<file path="src/rtl/id_ex_stage.sv">
// ID/EX pipeline register: single-entry valid/ready stage with operand select.
// Define ID_EX_FWD_EN to add EX/MEM + MEM/WB forwarding and hold-refresh.
module id_ex_stage #(
  parameter int XLEN = 32
) (
  input  logic            clk,
  input  logic            rst_n,
  input  logic            in_valid,
  output logic            in_ready,
  input  logic [4:0]      in_rs1,
  input  logic [4:0]      in_rs2,
  input  logic [4:0]      in_rd,
  input  logic [XLEN-1:0] in_rs1_data,
  input  logic [XLEN-1:0] in_rs2_data,
  input  logic [XLEN-1:0] in_imm,
  input  logic            in_alu_src,
  input  logic [3:0]      in_alu_control,
  input  logic            in_reg_write,
  input  logic            flush,
  input  logic            exm_reg_write,
  input  logic            wb_reg_write,
  input  logic [4:0]      exm_rd,
  input  logic [4:0]      wb_rd,
  input  logic [XLEN-1:0] exm_result,
  input  logic [XLEN-1:0] wb_result,
  output logic            out_valid,
  input  logic            out_ready,
  output logic [XLEN-1:0] out_a,
  output logic [XLEN-1:0] out_b,
  output logic [3:0]      out_alu_control,
  output logic [4:0]      out_rd,
  output logic            out_reg_write
);

  logic [4:0]      rs1_q;
  logic [4:0]      rs2_q;
  logic            alu_src_q;
  logic            capture;
  logic [XLEN-1:0] a_src;
  logic [XLEN-1:0] rs2_src;
  logic            refresh_a;
  logic            refresh_b;

  assign in_ready = !out_valid || out_ready;
  assign capture  = in_valid && in_ready && !flush;

`ifdef ID_EX_FWD_EN
  // EX/MEM is the younger producer, so it wins over MEM/WB.
  function automatic logic [XLEN-1:0] fwd(
    input logic [4:0]      rs,
    input logic [XLEN-1:0] rf
  );
    if (exm_reg_write && exm_rd == rs && rs != 5'd0)
      return exm_result;
    else if (wb_reg_write && wb_rd == rs && rs != 5'd0)
      return wb_result;
    else
      return rf;
  endfunction

  assign a_src   = fwd(in_rs1, in_rs1_data);
  assign rs2_src = fwd(in_rs2, in_rs2_data);

  assign refresh_a = wb_reg_write && wb_rd == rs1_q
                     && rs1_q != 5'd0;
  assign refresh_b = wb_reg_write && wb_rd == rs2_q
                     && rs2_q != 5'd0 && !alu_src_q;
`else
  logic unused_fwd;

  assign a_src     = in_rs1_data;
  assign rs2_src   = in_rs2_data;
  assign refresh_a = 1'b0;
  assign refresh_b = 1'b0;
  assign unused_fwd = ^{exm_reg_write, wb_reg_write,
                        exm_rd, wb_rd, exm_result,
                        rs1_q, rs2_q, alu_src_q};
`endif

  always_ff @(posedge clk or negedge rst_n) begin
    if (!rst_n) begin
      out_valid       <= 1'b0;
      out_a           <= '0;
      out_b           <= '0;
      out_alu_control <= 4'b0000;
      out_rd          <= 5'd0;
      out_reg_write   <= 1'b0;
      rs1_q           <= 5'd0;
      rs2_q           <= 5'd0;
      alu_src_q       <= 1'b0;
    end else if (flush) begin
      out_valid     <= 1'b0;
      out_reg_write <= 1'b0;
    end else if (capture) begin
      out_valid       <= 1'b1;
      out_a           <= a_src;
      out_b           <= in_alu_src ? in_imm : rs2_src;
      out_alu_control <= in_alu_control;
      out_rd          <= in_rd;
      out_reg_write   <= in_reg_write;
      rs1_q           <= in_rs1;
      rs2_q           <= in_rs2;
      alu_src_q       <= in_alu_src;
    end else if (in_ready) begin
      out_valid     <= 1'b0;
      out_reg_write <= 1'b0;
    end else begin
      // Held under backpressure: keep operands current with writeback.
      if (refresh_a) out_a <= wb_result;
      if (refresh_b) out_b <= wb_result;
    end
  end

endmodule

</file>
<file path="config.mk">
export PLATFORM = sky130hd
export DESIGN_NAME = id_ex_stage
export DESIGN_NICKNAME = d
export VERILOG_FILES = /design/src/rtl/id_ex_stage.sv
export SDC_FILE = /design/constraint.sdc
export NUM_CORES = 1
export LEC_CHECK = 0
export ABC_AREA = 1
export BUFFER_PORTS_ARGS = -buffer_cell sky130_fd_sc_hd__buf_4
export CAP_MARGIN = 20
export CORE_MARGIN = 5
export CORE_UTILIZATION = 35
export CTS_CLUSTER_SIZE = 25
export DETAILED_ROUTE_END_ITERATION = 12
export PLACE_DENSITY = 0.76
export SETUP_SLACK_MARGIN = 0.4
export SLEW_MARGIN = 20
export SYNTH_ARGS = -nofsm -noshare
export SYNTH_HDL_FRONTEND = slang
export SYNTH_SLANG_ARGS = --single-unit
</file>
<file path="constraint.sdc">
create_clock -name clk -period 0.9 [get_ports clk]
set_input_delay 0.045 -clock clk [delete_from_list [all_inputs] [get_ports clk]]
set_output_delay 0.045 -clock clk [all_outputs]
set_load 0.05 [all_outputs]
</file>
# [After elaboration in Yosys (flattened, before gate mapping)]
# Index checks and enable logic that the tools add are counted.
[classes] bitwise=1 muxes=6 reduce_logical=7
[ops] op="32-bit two-way mux" count=1
[ops] op="1-bit two-way mux" count=5
[ops] op="3-bit nonzero test" count=1
[ops] op="1-bit logical AND" count=2
[ops] op="1-bit zero test" count=2
[ops] op="2-bit AND reduction" count=1
[ops] op="1-bit logical OR" count=1
[ops] op="1-bit inverter" count=1
[word_totals] regBits=75 in_bits=198

# [Depth between registers and ports, before layout]
[logic_depth] ltp_word=6 depth_mapped=6 ltp_nobuf=5

# [Least setup slack after synthesis]
# No wires, ideal clock.
[synth_timing] path_kind="register to register" from="register out_valid" to="register out_a[11]" t_required_ps=781 stages_incl_launch_ff=5 synth_period_minus_slack_ps=1441 arrival_time_ps=1322 setup_time_ps=119 setup_slack_ps=-541 cell_sequence="dfrtp_1 -> nand2_2 -> buf_2 -> nand3_1 -> nand2_1"
[synth_between] elab_chain_cells=5
[synth_lines] item="start: declaration" line_no="26" text="output logic out_valid,"
[synth_lines] item="start signal: assignment" line_no="82" text="out_valid <= 1'b0;"
[synth_lines] item="start signal: assignment" line_no="92" text="out_valid <= 1'b0;"
[synth_lines] item="start signal: assignment" line_no="95" text="out_valid <= 1'b1;"
[synth_lines] item="1-bit zero test" line_no="44" text="assign in_ready = !out_valid || out_ready;"
[synth_lines] item="1-bit logical OR" line_no="44"
[synth_lines] item="net in_ready" line_no="9" text="output logic in_ready,"
[synth_lines] item="1-bit logical AND (2 in a row)" line_no="45" text="assign capture = in_valid && in_ready && !flush;"
[synth_lines] item="2-bit AND reduction (no line)"
[synth_lines] item="end signal: assignment" line_no="96" text="out_a <= a_src;"
[synth_lines] item="end signal: assignment" line_no="109" text="if (refresh_a) out_a <= wb_result;"
[synth_lines] item="end: declaration" line_no="28" text="output logic [XLEN-1:0] out_a,"
# The timed path passes the listed nets, and every way through them passes these cells.
# A chain may end at the register's enable or synchronous reset.

# [Final worst setup path]
[layout_timing] from="register out_valid" to="register out_b[13]"
[layout_between] elab_chain_cells=5
[layout_lines] item="1-bit zero test" line_no="44"
[layout_lines] item="1-bit logical OR" line_no="44"
[layout_lines] item="1-bit logical AND (2 in a row)" line_no="45"
[layout_lines] item="2-bit AND reduction (no line)"
[layout_lines] item="end signal: assignment" line_no="97" text="out_b <= in_alu_src ? in_imm : rs2_src;"
[layout_lines] item="end signal: assignment" line_no="110" text="if (refresh_b) out_b <= wb_result;"
[layout_lines] item="end: declaration" line_no="29" text="output logic [XLEN-1:0] out_b,"
# Every way passes these cells.

==> implementation parameters <==
Parameter                              Value

Layout
  Layout cells sized above 1    0.498
  Net count, final    845
  Area growth from synthesis to layout    80.3%
  Number of inserted diodes    0
  Finished Core Util    0.637
  Final cell count without fillers    785
  Post-route cell area    0.00614 mm²
  # fillers    824

Routing
  Initial detailed-routing violation count    148
  Routed met3 length    870 µm
  Total routed wirelength    11700 µm
  Number of search-and-repair iterations in the first detailed-routing pass    4
  Average detailed-routed wire length per instance    14.9 µm
  Uppermost metal layer occupied by signal nets    met4
  Post-route DRC violation count    0
  Post-route antenna net violation count    0
  Met2 WL post-DR    5890 µm
  Number of vias in the routed layout    3564
  Post-DR vias/cell    4.54
  Sum of routed wire segments on met1    4590 µm

Floorplan
  Number of rows in the core area    36
  Core Footprint    0.00964 mm²
  I/O pin count    274
  Initial standard-cell utilization of the core    0.353
  Die area    0.0118 mm²
  Die Y    109 µm
  Die extent in x    109 µm

Power
  Leakage dissipation    3.32 nW
  Areal power density over the cells    1950 mW/mm²
  Sw power    4.55 mW
  Design internal power    7.42 mW
  Proportion of power drawn by the clock network    0.227
  Sequential cell fraction of total power    0.363
  Switching share of power    0.380
  VDD IR-drop max    0.913 mV
  Power share of the combinational group    0.410

STA
  Final setup violation count    151
  Final Hold Viols    45
  Share of the clock period used by the worst path    1.30
  Post-route worst setup slack    -0.267 ns
  Achievable frequency    857 MHz
  Setup TNS after final layout    -22.17 ns
  Worst-case clock skew    0.0106 ns
  Count of pins over their slew limit    0
  Worst hold slack across all endpoints    -0.0866 ns
  Slew headroom    0.674
  Worst-margin pin slew    0.488 ns
  Tmin final    1.17 ns
  Setup repair after global routing missed its margin    yes

Critical path
  Category of the worst setup path launch point    register
  Critical setup path kind    register to register
  Critical path fanouts, max    9
  Data arrival time of the critical path    1.40 ns
  Req. time, crit path    1.14 ns
  Kind of end point of the critical path    register

Logic synthesis
  Sequential element share of the synthesized area    0.551
  Cell type with the highest aggregate area in the netlist    sky130_fd_sc_hd__dfrtp_1
  Post-synth EDFFs    0
  Number of instances in the synthesized netlist    429
  Count of unique library cells instantiated by Yosys    15
  Post-Synthesis Net Count    627
  Syn. warnings    0
  Syn avg cell area    7.94 µm²
  Post-synthesis instance area    0.00341 mm²
  Primary FF master, synth    sky130_fd_sc_hd__dfrtp_1
  Library cell with the highest instance count after synthesis    sky130_fd_sc_hd__nand2_1
  Yosys reg bits    75
  Area share of the largest cell type after synthesis    0.551
  Share of flip-flops with an asynchronous set or reset    1.00
  Synth area leaders    sky130_fd_sc_hd__dfrtp_1 55%, sky130_fd_sc_hd__nand2_1 23%, sky130_fd_sc_hd__nand3_1 6.2%, sky130_fd_sc_hd__o21ai_0 4.8%, sky130_fd_sc_hd__inv_1 3.7%
  Ranking of synthesized cells by instance count    212 x sky130_fd_sc_hd__nand2_1, 75 x sky130_fd_sc_hd__dfrtp_1, 42 x sky130_fd_sc_hd__nand3_1

Worst hold path
  Min-Delay Path Class    input port to register

Global routing
  Pin count of the biggest net entering global routing    65
  Global-route wire length before repair    16600 µm
  Aggregate global-route resource usage    0.181
  Via count of the first global-routing pass    3598
  Antenna violations before repair    0
  Global-route congestion overflow total    0

Status
  Violated checks    negative hold slack, negative setup slack
  Run status    finished with violations

CTS
  Clock slew seen by the registers of the worst setup and hold paths    0.07 ns
  Buffer depth of the longest clock path    2
  H-tree levels    3
  TritonCTS clock tree    done
  Clock root buffer    sky130_fd_sc_hd__clkbuf_8
  Sink Count    75
  Worst-Skew Late Latency    0.35 ns
  Number of clock buffers inserted by TritonCTS    9
  Number of hold-repair buffers added at the cts stage    1

Place
  Post-DP Area    0.00506 mm²
  Number of cells after detailed placement    735
  HPWL after DPL    7380 µm
  Buffers on Ports    187
  Final GP Congestion    0.746

Run
  Max-cap viol count    0
==> sequential cells by signal, indices dropped and copies added, names as in the netlist <==
signal / count
out_alu_control: 4
out_valid: 1
out_rd: 5
out_a: 32
out_reg_write: 1
out_b: 32
==> stage by stage <==
step           setup slack (ns)  total power [mW]
6_report                 -0.267              12.0
5_1_grt                  -0.315              12.5
4_1_cts                  -0.268              11.7
3_5_place_dp             -0.143              8.37
3_3_place_gp             -0.128              8.30
2_1_floorplan            -0.228              6.80
==> area by class of cell <==
cell class / count / area [µm²] / area share
multi-input combinational: 294 / 1360 / 0.221
tap: 133 / 166 / 0.0271
clock buffer: 12 / 165 / 0.0269
clock inverter: 4 / 47.5 / 0.00774
sequential: 75 / 1930 / 0.315
inverter: 36 / 135 / 0.0220
timing repair buffer: 231 / 2340 / 0.381
==> metal layers <==
layer | up-vias | track usage
met4 | 0 | 0.0965
met3 | 29 | 0.0557
li1 | 1753 | -
met1 | 1635 | 0.209
met2 | 147 | 0.300
met5 | - | 0
==> final timing paths <==
path	start	end	slack [ns]	cells past startpoint
max	out_valid$_DFFE_PN0P_	out_b[13]$_DFFE_PN0P_	-0.27	6
min	in_reg_write	out_reg_write$_DFFE_PN0P_	-0.09	3
max reg2reg	out_valid$_DFFE_PN0P_	out_b[13]$_DFFE_PN0P_	-0.27	6
min reg2reg	out_a[1]$_DFFE_PN0P_	out_a[1]$_DFFE_PN0P_	0.49	2
max in group asynchronous	rst_n	out_rd[3]$_DFFE_PN0P_	0.46	3
min in group asynchronous	rst_n	out_b[31]$_DFFE_PN0P_	0.08	2
==> power groups by stage <==
stage          Sequential, mW  Clock, mW  Combinational (mW)
3_3_place_gp             4.27          0                4.03
4_1_cts                  4.32       2.78                4.58
3_5_place_dp             4.28          0                4.09
6_report                 4.35       2.71                4.91
2_1_floorplan            6.06          0               0.744
5_1_grt                  4.40       2.89                5.18
==> logic make-up after synthesis <==
group / Yosys count / share of synthesized area
compound gates: 33 / 0.0485
buf+inv: 61 / 0.0852
flops: 75 / 0.551
simple gates: 260 / 0.315
==> cell usage in the layout, fill, tap and decap left out, drive strengths merged <==
master       Yosys  layout
inv             36      36
dlygate4sd3      0       1
clkinvlp         0       1
nand2          215     216
nor2             3       3
o21ai           33      33
nand3           42      42
buf             22     223
clkbuf           3      19
dfrtp           75      75
bufinv           0       1
clkinv           0       2
==> what timing repair did <==
item                                    in CTS  in global routing
gates resized for setup                     88                 38
endpoints found under the setup margin     151                195
pin swaps                                    2                  3
setup buffers                               12                 11
cloned                                       1                  9
hold endpoints to repair                   131                 43
==> critical path: stages (launching register included) <==
cell                        delay (ns)
sky130_fd_sc_hd__dfrtp_2          0.43
sky130_fd_sc_hd__nand2_4          0.08
sky130_fd_sc_hd__buf_6            0.14
sky130_fd_sc_hd__nand2_8          0.10
sky130_fd_sc_hd__clkbuf_16        0.19
sky130_fd_sc_hd__nand2_1          0.07
sky130_fd_sc_hd__nand2_1          0.05
Power figures use the tool's default switching activity.
